===== config.mk =====
export PLATFORM = sky130hd
export DESIGN_NAME = bpsk_sym_feeder_flat
export DESIGN_NICKNAME = d
export VERILOG_FILES = /design/src/rtl/bpsk_sym_feeder_pkg.sv /design/src/rtl/bpsk_sym_feeder_if.sv /design/src/rtl/bpsk_sym_feeder_prbs9.sv /design/src/rtl/bpsk_sym_feeder.sv /design/src/flat_wrapper.sv
export SDC_FILE = /design/constraint.sdc
export NUM_CORES = 1
export LEC_CHECK = 0
export BUFFER_PORTS_ARGS = -buffer_cell sky130_fd_sc_hd__buf_2
export CAP_MARGIN = 20
export CORE_MARGIN = 10
export CORE_UTILIZATION = 65
export DETAILED_ROUTE_END_ITERATION = 6
export PLACE_DENSITY = 0.87
export SYNTH_ARGS = -nofsm -noshare
export SYNTH_HDL_FRONTEND = slang
export SYNTH_SLANG_ARGS = --single-unit

===== constraint.sdc =====
create_clock -name clk -period 5.4 [get_ports clk]
set_input_delay 0.27 -clock clk [delete_from_list [all_inputs] [get_ports clk]]
set_output_delay 0.27 -clock clk [all_outputs]
set_load 0.005 [all_outputs]

===== src/rtl/bpsk_sym_feeder_pkg.sv =====
// Shared encodings for the BPSK symbol source: bit-source modes,
// antipodal sample values and PRBS-9 generator constants.
package bpsk_sym_feeder_pkg;

    typedef enum logic [1:0] {
        MODE_PRBS = 2'b00,
        MODE_ALT  = 2'b01,
        MODE_ONES = 2'b10,
        MODE_EXT  = 2'b11
    } mode_e;

    localparam logic [1:0] SYM_POS = 2'b01;
    localparam logic [1:0] SYM_NEG = 2'b11;

    // x^9 + x^5 + 1; tap numbers are 1-based stage positions
    localparam int unsigned PRBS_TAP_A = 9;
    localparam int unsigned PRBS_TAP_B = 5;
    localparam logic [8:0]  PRBS_DEFAULT_SEED = 9'h1FF;

    function automatic logic [1:0] map_sym(input logic b);
        return b ? SYM_POS : SYM_NEG;
    endfunction

endpackage


===== src/rtl/bpsk_sym_feeder_if.sv =====
// Sample handshake between the symbol source and the RRC FIR.
interface bpsk_sym_feeder_if;

    logic       fir_rfd;
    logic       fir_nd;
    logic [1:0] fir_din;

    modport master (
        input  fir_rfd,
        output fir_nd,
        output fir_din
    );

    modport slave (
        output fir_rfd,
        input  fir_nd,
        input  fir_din
    );

endinterface


===== src/rtl/bpsk_sym_feeder_prbs9.sv =====
// PRBS-9 bit source: shifts once per advance strobe and reloads the
// seed instead of shifting if it ever finds the all-zero lockup state.
module prbs9_gen
    import bpsk_sym_feeder_pkg::*;
#(
    parameter logic [8:0] SEED = PRBS_DEFAULT_SEED
) (
    input  logic clk,
    input  logic rst_n,
    input  logic advance,
    output logic prbs_bit
);

    localparam logic [8:0] LOAD = (SEED == '0) ? PRBS_DEFAULT_SEED : SEED;

    logic [8:0] state;

    always_ff @(posedge clk or negedge rst_n) begin
        if (!rst_n) begin
            state <= LOAD;
        end else if (advance) begin
            if (state == '0)
                state <= LOAD;
            else
                state <= {state[7:0], state[PRBS_TAP_A-1] ^ state[PRBS_TAP_B-1]};
        end
    end

    // Lockup state has bit 8 clear, so the emitted bit is 0 in that case.
    assign prbs_bit = state[8];

endmodule


===== src/rtl/bpsk_sym_feeder.sv =====
// BPSK symbol source: phase-accumulator symbol tick, bit-source mux,
// antipodal mapping and rfd/nd handshake towards the RRC FIR.
module bpsk_sym_feeder
    import bpsk_sym_feeder_pkg::*;
#(
    parameter logic [31:0] PHASE_INC = 32'd257698038,
    parameter logic [8:0]  PRBS_SEED = 9'h1FF
) (
    input  logic                      clk,
    input  logic                      rst_n,
    input  logic                      enable,
    input  logic [1:0]                mode,
    input  logic                      ext_bit,
    bpsk_sym_feeder_if.master         fir,
    output logic                      bit_out,
    output logic                      sym_strobe,
    output logic                      underrun,
    input  logic                      underrun_clr
);

    logic [31:0] acc;
    logic [32:0] acc_sum;
    logic        tick;
    logic        alt;
    logic        pend;
    logic        xfer;
    logic [1:0]  din_q;
    logic        sym_bit;
    logic        prbs_bit;
    logic        prbs_adv;
    mode_e       mode_sel;

    assign acc_sum  = {1'b0, acc} + {1'b0, PHASE_INC};
    assign tick     = acc_sum[32] & enable;
    assign mode_sel = mode_e'(mode);
    assign prbs_adv = tick && (mode_sel == MODE_PRBS);

    prbs9_gen #(
        .SEED (PRBS_SEED)
    ) u_prbs (
        .clk      (clk),
        .rst_n    (rst_n),
        .advance  (prbs_adv),
        .prbs_bit (prbs_bit)
    );

    always_comb begin
        sym_bit = 1'b0;
        case (mode_sel)
            MODE_PRBS: sym_bit = prbs_bit;
            MODE_ALT:  sym_bit = ~alt;
            MODE_ONES: sym_bit = 1'b1;
            MODE_EXT:  sym_bit = ext_bit;
        endcase
    end

    assign xfer        = pend & fir.fir_rfd;
    assign fir.fir_nd  = xfer;
    assign fir.fir_din = din_q;

    always_ff @(posedge clk or negedge rst_n) begin
        if (!rst_n) begin
            acc        <= '0;
            alt        <= 1'b0;
            pend       <= 1'b0;
            din_q      <= '0;
            bit_out    <= 1'b0;
            sym_strobe <= 1'b0;
            underrun   <= 1'b0;
        end else begin
            acc        <= enable ? acc_sum[31:0] : '0;
            sym_strobe <= tick;
            if (tick) begin
                bit_out <= sym_bit;
                din_q   <= map_sym(sym_bit);
            end
            if (tick && (mode_sel == MODE_ALT))
                alt <= ~alt;
            // A tick on a transfer edge re-arms pend with the new sample.
            if (!enable)
                pend <= 1'b0;
            else if (tick)
                pend <= 1'b1;
            else if (xfer)
                pend <= 1'b0;
            if (tick && pend && !fir.fir_rfd)
                underrun <= 1'b1;
            else if (underrun_clr)
                underrun <= 1'b0;
        end
    end

endmodule


===== src/flat_wrapper.sv =====
// flat-port wrapper written by rule: the top's interface ports become plain ports
module bpsk_sym_feeder_flat import bpsk_sym_feeder_pkg::*;
#(
    parameter logic [31:0] PHASE_INC = 32'd257698038,
    parameter logic [8:0]  PRBS_SEED = 9'h1FF
)
  (clk, rst_n, enable, mode, ext_bit, bit_out, sym_strobe, underrun, underrun_clr, fir_fir_rfd, fir_fir_nd, fir_fir_din);
  bpsk_sym_feeder_if fir_i ();
  input  logic clk;
  input  logic rst_n;
  input  logic enable;
  input  logic [1:0] mode;
  input  logic ext_bit;
  output logic bit_out;
  output logic sym_strobe;
  output logic underrun;
  input  logic underrun_clr;
  input wire logic [$bits(fir_i.fir_rfd)-1:0] fir_fir_rfd;
  output wire logic [$bits(fir_i.fir_nd)-1:0] fir_fir_nd;
  output wire logic [$bits(fir_i.fir_din)-1:0] fir_fir_din;
  assign fir_i.fir_rfd = fir_fir_rfd;
  assign fir_fir_nd = fir_i.fir_nd;
  assign fir_fir_din = fir_i.fir_din;
  bpsk_sym_feeder #(.PHASE_INC(PHASE_INC), .PRBS_SEED(PRBS_SEED)) u_core (.clk(clk), .rst_n(rst_n), .enable(enable), .mode(mode), .ext_bit(ext_bit), .fir(fir_i), .bit_out(bit_out), .sym_strobe(sym_strobe), .underrun(underrun), .underrun_clr(underrun_clr));
endmodule

==> After elaboration in Yosys (flattened, before gate mapping) <==
Index checks and enable logic that the tools add are counted.
{ "word_totals": {"reg_bits": 48, "elab_cells": 34} }
{ "classes": {"add_sub_neg": 1, "n_eq_ne": 4, "mux": 9, "bitwise_logic": 4, "n_reduce_logical": 8} }
{ "op_table": {"columns": ["op", "count"], "rows": [
  ["32-bit by 28-bit adder with 33-bit output (second input constant)", 1],
  ["32-bit two-way mux", 1],
  ["9-bit zero test", 1],
  ["9-bit two-way mux", 1],
  ["1-bit two-way mux", 5],
  ["2-bit equality test (second input constant)", 2],
  ["1-bit logical AND", 4],
  ["1-bit one-hot mux with 4 select lines", 1],
  ["3-bit by 1-bit inequality test with 1-bit output (second input constant)", 1],
  ["1-bit bitwise AND", 2],
  ["2-bit by 1-bit equality test with 1-bit output (second input constant)", 1],
  ["2-bit zero test", 1],
  ["2-bit two-way mux", 1],
  ["2-bit nonzero test", 1],
  ["1-bit zero test", 1],
  ["1-bit inverter", 1],
  ["1-bit bitwise XOR", 1]
]} }

==> Longest topological paths before layout <==
Gate-level depths: netlist of run 1.
{ "depth": {"depth_word": 5, "ltp_mapped": 7, "mapped_depth_nobuf": 7} }

==> Hierarchy <==
Synthesis of run 1 repeated with hierarchy kept, for this count alone.
{ "hier_totals": {"hier_cells": 255, "area_unflattened_um2": 2471.1} }
{ "by_module_without_submodules": {"columns": ["module", "instances", "cells_each", "area_each_um2", "seq_area_each_um2"], "rows": [
  ["bpsk_sym_feeder", 1, 203, 1998.2, 950.9],
  ["prbs9_gen", 1, 52, 473.0, 236.5]
]} }

==> Worst setup path after synthesis of run 1 <==
OpenSTA, ideal clock, no wires.
{ "synth_timing": {"path_kind": "reg2reg", "from": "register u_core.acc[1]", "to": "register u_core.acc[29]", "arrival_ns": 1.785, "required_ns": 5.321, "setup_slack_ns": 3.535, "path_stages_with_launch": 8, "synth_period_minus_slack_ns": 1.865, "cell_sequence": "dfrtp_1 inv_1 ha_1 nand2b_1 a311oi_2 a211oi_1 a21boi_0 mux2i_1"} }
{ "synth_via": {"elab_chain_len": 2} }
{ "synth_lines": {"columns": ["item", "line", "rtl"], "rows": [
  ["from (decl)", "bpsk_sym_feeder.sv:21", "logic [31:0] acc;"],
  ["from (signal assigned)", "bpsk_sym_feeder.sv:71", "acc <= enable ? acc_sum[31:0] : '0;"],
  ["32-bit by 28-bit adder with 33-bit output", "bpsk_sym_feeder.sv:33", "assign acc_sum = {1'b0, acc} + {1'b0, PHASE_INC};"],
  ["32-bit two-way mux", "bpsk_sym_feeder.sv:71", null]
]} }
Every way passes these cells.
A chain may end at the register's enable or synchronous reset.

==> Worst setup path in the final report of run 1 <==
{ "layout_timing": {"from": "register u_core.acc[22]", "to": "register u_core.u_prbs.state[8]"} }
{ "layout_via": {"elab_chain_len": 3} }
{ "layout_lines": {"columns": ["item", "line", "rtl"], "rows": [
  ["32-bit by 28-bit adder with 33-bit output", "bpsk_sym_feeder.sv:33", null],
  ["1-bit bitwise AND", "bpsk_sym_feeder.sv:34", "assign tick = acc_sum[32] & enable;"],
  ["1-bit logical AND", "bpsk_sym_feeder.sv:36", "assign prbs_adv = tick && (mode_sel == MODE_PRBS);"],
  ["to (signal assigned)", "bpsk_sym_feeder_prbs9.sv:25", "state <= {state[7:0], state[PRBS_TAP_A-1] ^ state[PRBS_TAP_B-1]};"],
  ["to (decl)", "bpsk_sym_feeder_prbs9.sv:16", "logic [8:0] state;"]
]} }
Every way passes these cells.

==> flow_summary.ini, run 1 <==
[yosys]
syn_inst = 232
ys_warn_count = 0
avgSynthCellArea_um2 = 10.48
syn_nets = 241
synth_cell_type_count = 54
ys_ff_latch = 47
yosys_most_used_dff = dfrtp_1
async_reset_ff_frac = 1.000
syn_area_um2 = 2431
yosysSeqAreaShare = 0.4884
synth_edf_count = 0

[clocking]
h-tree-depth = 2
cts_tree = done
cts-buffers-inserted = 5
clock-root-buffer = clkbuf_8
clkSlewWorstSetupHoldPaths_ns = 0.09
cts_hold_buf = 0
clk_latency_ns = 0.30
cts_resized = 0
clk_path_buf_depth = 2
postCtsSetupRepairBufs = 0
cts.sinks = 47

[timing]
fin_setup_tns_ns = 0
skew_ns = 0.007363
finalSetupViolCount = 0
tightest_slew_ns = 1.016
fmax_mhz = 454.0
hold_viol = 0
rsz0062_at_grt = no
period_minus_slack_ns = 2.203
period_share = 0.4079
timing.final.max_slew_violations = 0
max_slew_margin = 0.3226

[placed_design]
gp_congestion = 0.8414
placed_area_um2 = 2529
io_buffers = 13
hpwl_mm = 3.062
dp_cells = 287

[setup_path]
cp.required_ns = 5.62
path_class = reg -> reg
worstSetupEndpointType = flip-flop
critPathMaxFanout = 9
critPathLaunchType = flip-flop
worstPathArrival_ns = 2.43

[power]
p_int_uw = 636.6
power_density_nw_per_um2 = 350.6
power_leakage_uw = 0.001160
ir_drop_mv = 0.2320
p_sw_frac = 0.3138
combPwrFrac = 0.215
clkPwrFrac = 0.286
pwr-share-seq = 0.499
switching_power_uw = 291.1

[routing]
vias = 1728
drcViolationCount = 0
top_layer_used = met4
drt-total-wl_mm = 4.471
drt-pass1-iter-count = 4
drt-initial-drc-count = 178
dr_wl_met3_um = 176
vias_per_cell = 5.858
wl_per_cell_um = 15.16
met1_length_mm = 1.989
met2_length_mm = 2.257
ant_nets = 0

[grt]
grt_pass1_wl_mm = 7.693
overflow = 0
grt_usage = 0.1480
grt_max_degree = 48
antenna_found_initial = 0
grt_pass1_vias = 1733

[cells_and_area]
area_growth_pct = 8.852
n_fill_cell = 263
final_nets = 255
stdcell_count = 295
drive_gt1_frac = 0.2186
num_antenna_cells = 0
finish.instance_area_um2 = 2646

[die]
die_w_um = 81.16
dieArea_um2 = 6586
pin_count = 14
fp.dieH_um = 81.16
coreArea_um2 = 3633
rows = 22
initial_utilization = 0.6691

[flow_run]
maxCapViolCount = 0

[status]
status = finished, final reports clean

[min_path]
hold_class = in -> async
-- cells in the final DEF (no fill, tap or decap), drive strengths merged, types with 3 or more instances in the layout --
| master | synthesis | final |
|---|---|---|
| dfrtp | 38 | 38 |
| nand2 | 21 | 21 |
| clkbuf | 4 | 6 |
| buf | 2 | 13 |
| nand4 | 3 | 3 |
| nor3 | 6 | 6 |
| a31oi | 3 | 3 |
| o21ai | 15 | 15 |
| and3 | 3 | 3 |
| xnor2 | 7 | 7 |
| dfstp | 9 | 9 |
| nor4 | 7 | 7 |
| inv | 10 | 10 |
| mux2i | 7 | 7 |
| mux2 | 10 | 10 |
| xor2 | 8 | 8 |
| nor2 | 20 | 20 |
| a21oi | 11 | 11 |
| nand2b | 14 | 14 |
-- power by group through the flow --
stage | clock network, uW | registers [uW] | logic, uW
after floorplan | 0 | 445 | 175
final | 266 | 463 | 200
after CTS | 273 | 462 | 201
after global placement | 0 | 464 | 192
after detailed placement | 0 | 468 | 198
after global routing | 287 | 470 | 226
-- layout make-up --
class | count | area [um2] | share of cell area
clock buffers | 6 | 82.58 | 0.03121
clock inverters | 2 | 35.03 | 0.01324
inverters | 11 | 41.29 | 0.01560
multi-input cells | 168 | 1175 | 0.4440
flip-flops and latches | 47 | 1187 | 0.4487
well taps | 48 | 60.06 | 0.02270
repair buffers | 13 | 65.06 | 0.02459
-- cell families after synthesis --
family,synth area share
AO/OA/AOI/OAI,0.1395
buffers and inverters,0.02830
multiplexers,0.07514
adder cells (fa/ha/maj),0.005146
flip-flops,0.4884
XOR/XNOR,0.05404
AND/OR/NAND/NOR,0.2095
-- layer usage --
layer / up-vias / track usage
li1: 853 / -
met3: 6 / 0.04415
met1: 830 / 0.1734
met2: 39 / 0.2492
met4: 0 / 0.05882
met5: - / 0
-- through the flow --
step | setup slack [ns] | utilization | power [uW] | hold WS, ns
2_1_floorplan | 3.535 | - | 620.4 | -0.02559
6_report | 3.197 | 0.7283 | 927.8 | 0.1398
5_1_grt | 3.024 | 0.7283 | 982.7 | 0.1935
3_5_place_dp | 3.243 | 0.6959 | 665.9 | 0.4470
4_1_cts | 3.203 | 0.7283 | 935.9 | 0.1686
3_3_place_gp | 3.310 | 0.6959 | 655.5 | 0.4450
-- worst paths after layout --
| path | startpoint | endpoint | slack, ns | cells after the start |
|---|---|---|---|---|
| worst max-delay path | u_core.acc[22]$_DFF_PN0_ | u_core.u_prbs.state[8]$_DFFE_PN1P_ | 3.20 | 5 |
| worst min-delay path | rst_n | u_core.acc[13]$_DFF_PN0_ | 0.14 | 1 |
| worst max register to register | u_core.acc[22]$_DFF_PN0_ | u_core.u_prbs.state[8]$_DFFE_PN1P_ | 3.20 | 5 |
| worst min register to register | u_core.acc[1]$_DFF_PN0_ | u_core.acc[1]$_DFF_PN0_ | 0.46 | 1 |
| max in group asynchronous | rst_n | u_core.acc[2]$_DFF_PN0_ | 4.64 | 1 |
| min in group clk | underrun_clr | u_core.underrun$_DFFE_PN0P_ | 0.28 | 3 |
-- synthesized netlist by cell type, drive strengths merged, types with 2 or more instances --
| cell | number | area [um2] |
|---|---|---|
| or3 | 2 | 12.51 |
| xor2 | 8 | 70.07 |
| nor2b | 2 | 12.51 |
| dfstp | 9 | 236.5 |
| a31oi | 3 | 18.77 |
| a21oi | 11 | 70.07 |
| xnor2 | 7 | 61.31 |
| nor3 | 6 | 30.03 |
| nand2 | 21 | 78.83 |
| nor4 | 7 | 95.09 |
| or2 | 2 | 12.51 |
| mux2i | 7 | 70.07 |
| nand4 | 3 | 18.77 |
| nor2 | 20 | 77.58 |
| and3 | 3 | 18.77 |
| o21ai | 15 | 78.83 |
| a21boi | 2 | 15.01 |
| and2 | 2 | 12.51 |
| dfrtp | 38 | 950.9 |
| mux2 | 10 | 112.6 |
| clkbuf | 4 | 15.01 |
| a21o | 2 | 15.01 |
| nand2b | 14 | 87.58 |
| nand3 | 2 | 10.01 |
| inv | 10 | 37.54 |
| buf | 2 | 12.51 |
-- worst max-delay path, stage by stage (launching register included) --
cell and delay [ns]:
dfrtp_1 0.53, o21ai_0 0.27, a21oi_2 0.22, o32ai_4 0.15, nor4_4 0.55, mux2_2 0.41
-- flip-flops by register name (all words and copies together), names as in the netlist --
signal               cells
u_core.underrun          1
u_core.alt               1
u_core.bit_out           1
u_core.pend              1
u_core.sym_strobe        1
u_core.u_prbs.state      9
u_core.fir.fir_din       2
u_core.acc              31
Note: power is estimated with default switching activity, not from simulation.
==> inputs of run 2 (changes only) <==
--- a/config.mk
+++ b/config.mk
@@ -5,12 +5,13 @@
 export SDC_FILE = /design/constraint.sdc
 export NUM_CORES = 1
 export LEC_CHECK = 0
+export ABC_AREA = 1
 export BUFFER_PORTS_ARGS = -buffer_cell sky130_fd_sc_hd__buf_2
 export CAP_MARGIN = 20
 export CORE_MARGIN = 10
-export CORE_UTILIZATION = 65
+export CORE_UTILIZATION = 55
 export DETAILED_ROUTE_END_ITERATION = 6
-export PLACE_DENSITY = 0.87
+export PLACE_DENSITY = 0.78
 export SYNTH_ARGS = -nofsm -noshare
 export SYNTH_HDL_FRONTEND = slang
 export SYNTH_SLANG_ARGS = --single-unit
==> constraint.sdc (replaced) <==
create_clock -name clk -period 1.92 [get_ports clk]
set_input_delay 0.096 -clock clk [delete_from_list [all_inputs] [get_ports clk]]
set_output_delay 0.096 -clock clk [all_outputs]
set_load 0.005 [all_outputs]
==> flow_summary.ini, run 2 <==
[grt]
grt_max_degree = 48
antenna_found_initial = 0
grt_usage = 0.1607
grt_pass1_vias = 2617
grt_pass1_wl_mm = 11.59
overflow = 0

[die]
initial_utilization = 0.5733
rows = 26
pin_count = 14
fp.dieH_um = 93.20
die_w_um = 93.20
coreArea_um2 = 5140
dieArea_um2 = 8685

[clocking]
cts_tree = done
cts-buffers-inserted = 5
cts.sinks = 47
clock-root-buffer = clkbuf_8
cts_resized = 0
clkSlewWorstSetupHoldPaths_ns = 0.10
clk_path_buf_depth = 2
h-tree-depth = 2
clk_latency_ns = 0.31

[yosys]
yosysSeqAreaShare = 0.4030
synth_cell_type_count = 34
ys_warn_count = 0
yosys_most_used_dff = dfrtp_1
synth_commonest_cells = 135 x nand2_1, 73 x nor2_1, 52 x inv_1
synth.most_common_cell = nand2_1
yosys.area.top_type = dfrtp_1
async_reset_ff_frac = 1.000
avgSynthCellArea_um2 = 6.743
synth_edf_count = 0
syn_inst = 437
ys_ff_latch = 47
syn_area_um2 = 2947
syn_nets = 446
synthTopCellsByArea = dfrtp_1 32%, nand2_1 17%, nor2_1 9.3%
synth.top_cell.area_share = 0.3227

[placed_design]
gp_congestion = 0.9363
io_buffers = 13
hpwl_mm = 4.905
placed_area_um2 = 3085
dp_cells = 517

[power]
ir_drop_mv = 0.4782
power_leakage_uw = 0.001556
power_density_nw_per_um2 = 776.9
p_total_uw = 2480

[timing]
period_minus_slack_ns = 1.649
timing.final.max_slew_violations = 0
tightest_slew_ns = 0.5887
fin_setup_tns_ns = 0
skew_ns = 0.007629
hold_viol = 0
finalSetupViolCount = 0
period_share = 0.8591
fmax_mhz = 606.3
max_slew_margin = 0.6075
rsz0062_at_grt = no

[min_path]
hold_class = in -> reg

[cells_and_area]
final_common_cell = nand2_1
final_cell_mix = 135 x nand2_1, 73 x nor2_1, 52 x inv_1, 38 x dfrtp_1, 25 x a21oi_1
final_nets = 464
regMostFlops = u_core.acc
stdcell_count = 526
largest_reg_flops = 31
num_antenna_cells = 0
finish.instance_area_um2 = 3192
drive_gt1_frac = 0.1425
area_growth_pct = 8.323

[routing]
wl_per_cell_um = 12.42
drt-initial-drc-count = 173
vias = 2748
vias_per_cell = 5.224
drt-total-wl_mm = 6.532
ant_nets = 0
drt-pass1-iter-count = 4
drcViolationCount = 0

[setup_path]
worstSetupEndpointType = flip-flop
path_class = reg -> reg
worstPathArrival_ns = 1.86
cp.required_ns = 2.13
critPathLaunchType = flip-flop
critPathMaxFanout = 5

[flow_run]
maxCapViolCount = 0

[status]
status = finished, final reports clean
[run 2: metal layers]
metal / global-route usage / routed length [um] / vias to the layer above
li1: - / - / 1405
met1: 0.2123 / 3018 / 1266
met2: 0.2529 / 2996 / 66
met3: 0.02958 / 391 / 11
met4: 0.06555 / 126 / 0
met5: 0 / 0 / -
[run 2: worst max-delay path, stage by stage (launching register included)]
cell	delay, ns
dfrtp_1	0.40
inv_1	0.06
ha_1	0.14
inv_1	0.04
nand2_1	0.11
nand3_1	0.19
nand2_1	0.18
inv_1	0.05
a21oi_1	0.15
xor2_1	0.18
nor2_1	0.05
[run 2: area by class of cell]
type	count	area [um2]
repair buffers	18	105.1
clock inverters	3	27.53
inverters	59	221.5
flip-flops and latches	47	1187
multi-input cells	324	1494
clock buffers	5	68.82
well taps	70	87.58
fillers	490	1948
[run 2: power breakdown]
group | switching, uW | internal (uW) | leakage (uW)
Clock | 375 | 270 | 0.0000467
Sequential | 135 | 1080 | 0.000588
Combinational | 417 | 198 | 0.000921
[run 2: logic make-up after synthesis]
group                      Yosys count  synth area share
buffers and inverters               66           0.09002
adders and majority gates            1          0.004246
and+or+nand+nor                    271            0.4038
AOI/OAI and AO/OA                   49           0.09003
DFF                                 47            0.4030
xor gates and xnor gates             3          0.008919
[run 2: path summary, 6_finish.rpt]
path	from	to	slack (ns)	depth (start not counted)
setup / recovery	u_core.acc[1]$_DFF_PN0_	u_core.acc[19]$_DFF_PN0_	0.27	10
hold / removal	underrun_clr	u_core.underrun$_DFFE_PN0P_	0.01	4
setup reg to reg	u_core.acc[1]$_DFF_PN0_	u_core.acc[19]$_DFF_PN0_	0.27	10
hold reg to reg	u_core.acc[1]$_DFF_PN0_	u_core.acc[1]$_DFF_PN0_	0.46	1
max in group asynchronous	rst_n	u_core.acc[30]$_DFF_PN0_	1.11	3
min in group asynchronous	rst_n	u_core.acc[24]$_DFF_PN0_	0.39	3
[run 2: timing repair]
action,4_1_cts,5_1_grt
endpoints found under the hold margin,38,0
buffers inserted,0,0
hold buffers,1,0
[run 2: through the flow]
| step | utilization | hold WS [ns] | setup WS (ns) |
|---|---|---|---|
| final | 0.6210 | 0.01158 | 0.2706 |
| after global routing | 0.6210 | 0.02178 | 0.07278 |
| after CTS | 0.6210 | 0.007037 | 0.2660 |
| after detailed placement | 0.6003 | 0.2261 | 0.2950 |
| after global placement | 0.6003 | 0.2290 | 0.3324 |
| after floorplan | - | -0.1996 | 0.4770 |
==> inputs of run 3 (changes only) <==
--- a/config.mk
+++ b/config.mk
@@ -11,6 +11,7 @@
 export CORE_MARGIN = 10
 export CORE_UTILIZATION = 55
 export DETAILED_ROUTE_END_ITERATION = 6
+export MAX_ROUTING_LAYER = met4
 export PLACE_DENSITY = 0.78
 export SYNTH_ARGS = -nofsm -noshare
 export SYNTH_HDL_FRONTEND = slang
==> flow_summary.ini, run 3 (same netlist as run 2, synthesis figures left out) <==
[cells_and_area]
fin_util = 0.6241
num_antenna_cells = 0
regMostFlops = u_core.acc
drive_gt1_frac = 0.1425
largest_reg_flops = 31
final_common_cell = nand2_1
final_nets = 464
area_growth_pct = 8.875
final_cell_mix = 135 x nand2_1, 73 x nor2_1, 52 x inv_1, 38 x dfrtp_1, 25 x a21oi_1

[min_path]
min_to = u_core.underrun$_DFFE_PN0P_
hold_class = in -> reg
whs_path_depth = 4
worstHoldStart = underrun_clr

[die]
rows = 26
coreArea_um2 = 5140
fp.dieH_um = 93.20
dieArea_um2 = 8685
die_w_um = 93.20
pin_count = 14
initial_utilization = 0.5733

[grt]
grt_usage = 0.1672
grt_pass1_wl_mm = 11.70
grt_pass1_vias = 2681
overflow = 0
antenna_found_initial = 0
grt_max_degree = 48

[timing]
skew_ns = 0.007963
max_slew_margin = 0.6070
hold_viol = 0
finalSetupViolCount = 0
timing.final.max_slew_violations = 0
whs_ns = 0.02155
setup_ws_ns = 0.2895
period_minus_slack_ns = 1.630
fmax_mhz = 613.3
tightest_slew_ns = 0.5895
rsz0062_at_grt = no
period_share = 0.8492
fin_setup_tns_ns = 0

[placed_design]
io_buffers = 13
gp_congestion = 0.9685
hpwl_mm = 5.058
preCtsSetupSlack_ns = 0.3175

[clocking]
cts_resized = 0
cts_hold_buf = 1
cts_tree = done
cts.sinks = 47
clock-root-buffer = clkbuf_8
h-tree-depth = 2
clkSlewWorstSetupHoldPaths_ns = 0.09
clk_latency_ns = 0.31
clk_path_buf_depth = 2
postCtsSetupRepairBufs = 0
cts-buffers-inserted = 5

[routing]
vias_per_cell = 5.192
drcViolationCount = 0
wl_per_cell_um = 12.85
drt-pass1-iter-count = 4
ant_nets = 0
drt-total-wl_mm = 6.761
drt-initial-drc-count = 163
vias = 2731

[flow_run]
maxCapViolCount = 0

[setup_path]
path_class = reg -> reg
rrSetupSlack_ns = 0.29
cpPeakStageDelay_ns = 0.37
cp_top_family = simple AND/OR/NAND/NOR gates
worstPathArrival_ns = 1.83
crit_slowest_cell = dfrtp_1
worst-path-buf-inv = 2
worstSetupEndpointType = flip-flop
rr_worst_depth = 10
critPathMaxFanout = 5
crit_path_frequent_cell = nand3_1
crit_chain = inv_1, ha_1, inv_1, nand2_1, nand3_1, nand3_1, nand2_1, nand3_1, a21oi_1, nor2_1
critPathLaunchType = flip-flop
worstReg2RegEnd = u_core.acc[29]$_DFF_PN0_
reg2reg_from = u_core.acc[1]$_DFF_PN0_
cp.required_ns = 2.12

[power]
p_total_uw = 2604
ir_drop_mv = 0.5593
power_leakage_uw = 0.001567
power_density_nw_per_um2 = 811.8

[status]
status = finished, final reports clean
[run 3: changes by cell type in the layout (fill, tap and decap cells not counted)]
cell	delta
clkinv_4	+1
clkinv_2	+1
bufinv_16	+1
inv_8	-1
clkinvlp_4	-1
inv_6	-1
[run 3: tightest hold or removal path: stages]
cell and delay [ns]:
buf_2 0.08, inv_1 0.03, nand2_1 0.04, o21ai_1 0.06
[run 3: layout make-up]
cell class              count  area (um2)
clock buffers               5       68.82
clock inverters             3       43.79
fillers                   507        1932
inverters                  59       221.5
multi-input cells         324        1494
flip-flops and latches     47        1187
well taps                  70       87.58
repair buffers             18       105.1
[run 3: metal layers]
layer,up-vias,part of all wire,GRT usage,wire length (um)
met4,0,0.019,0.05913,126
li1,1405,-,-,-
met2,51,0.46,0.2693,3111
met1,1264,0.49,0.2085,3318
met5,-,0,-,0
met3,11,0.030,0.02638,205
[run 3: power breakdown]
part	internal, uW	switching, uW
registers	1080	138
clock network	388	371
logic	198	425
[run 3: worst max-delay path by stage]
stage | startpoint | endpoint | cells past startpoint
floorplan | u_core.acc[1]$_DFF_PN0_ | u_core.acc[19]$_DFF_PN0_ | 10
global placement | u_core.acc[1]$_DFF_PN0_ | u_core.acc[29]$_DFF_PN0_ | 10
detailed placement | u_core.acc[1]$_DFF_PN0_ | u_core.acc[29]$_DFF_PN0_ | 10
CTS | u_core.acc[1]$_DFF_PN0_ | u_core.acc[29]$_DFF_PN0_ | 10
global route | u_core.acc[1]$_DFF_PN0_ | u_core.acc[29]$_DFF_PN0_ | 10
finish | u_core.acc[1]$_DFF_PN0_ | u_core.acc[29]$_DFF_PN0_ | 10
[run 3: stage by stage]
step	area, um2	cells
global route	3208	526
finish	3208	526
floorplan	2947	437
CTS	3208	526
global placement	3085	517
detailed placement	3085	517
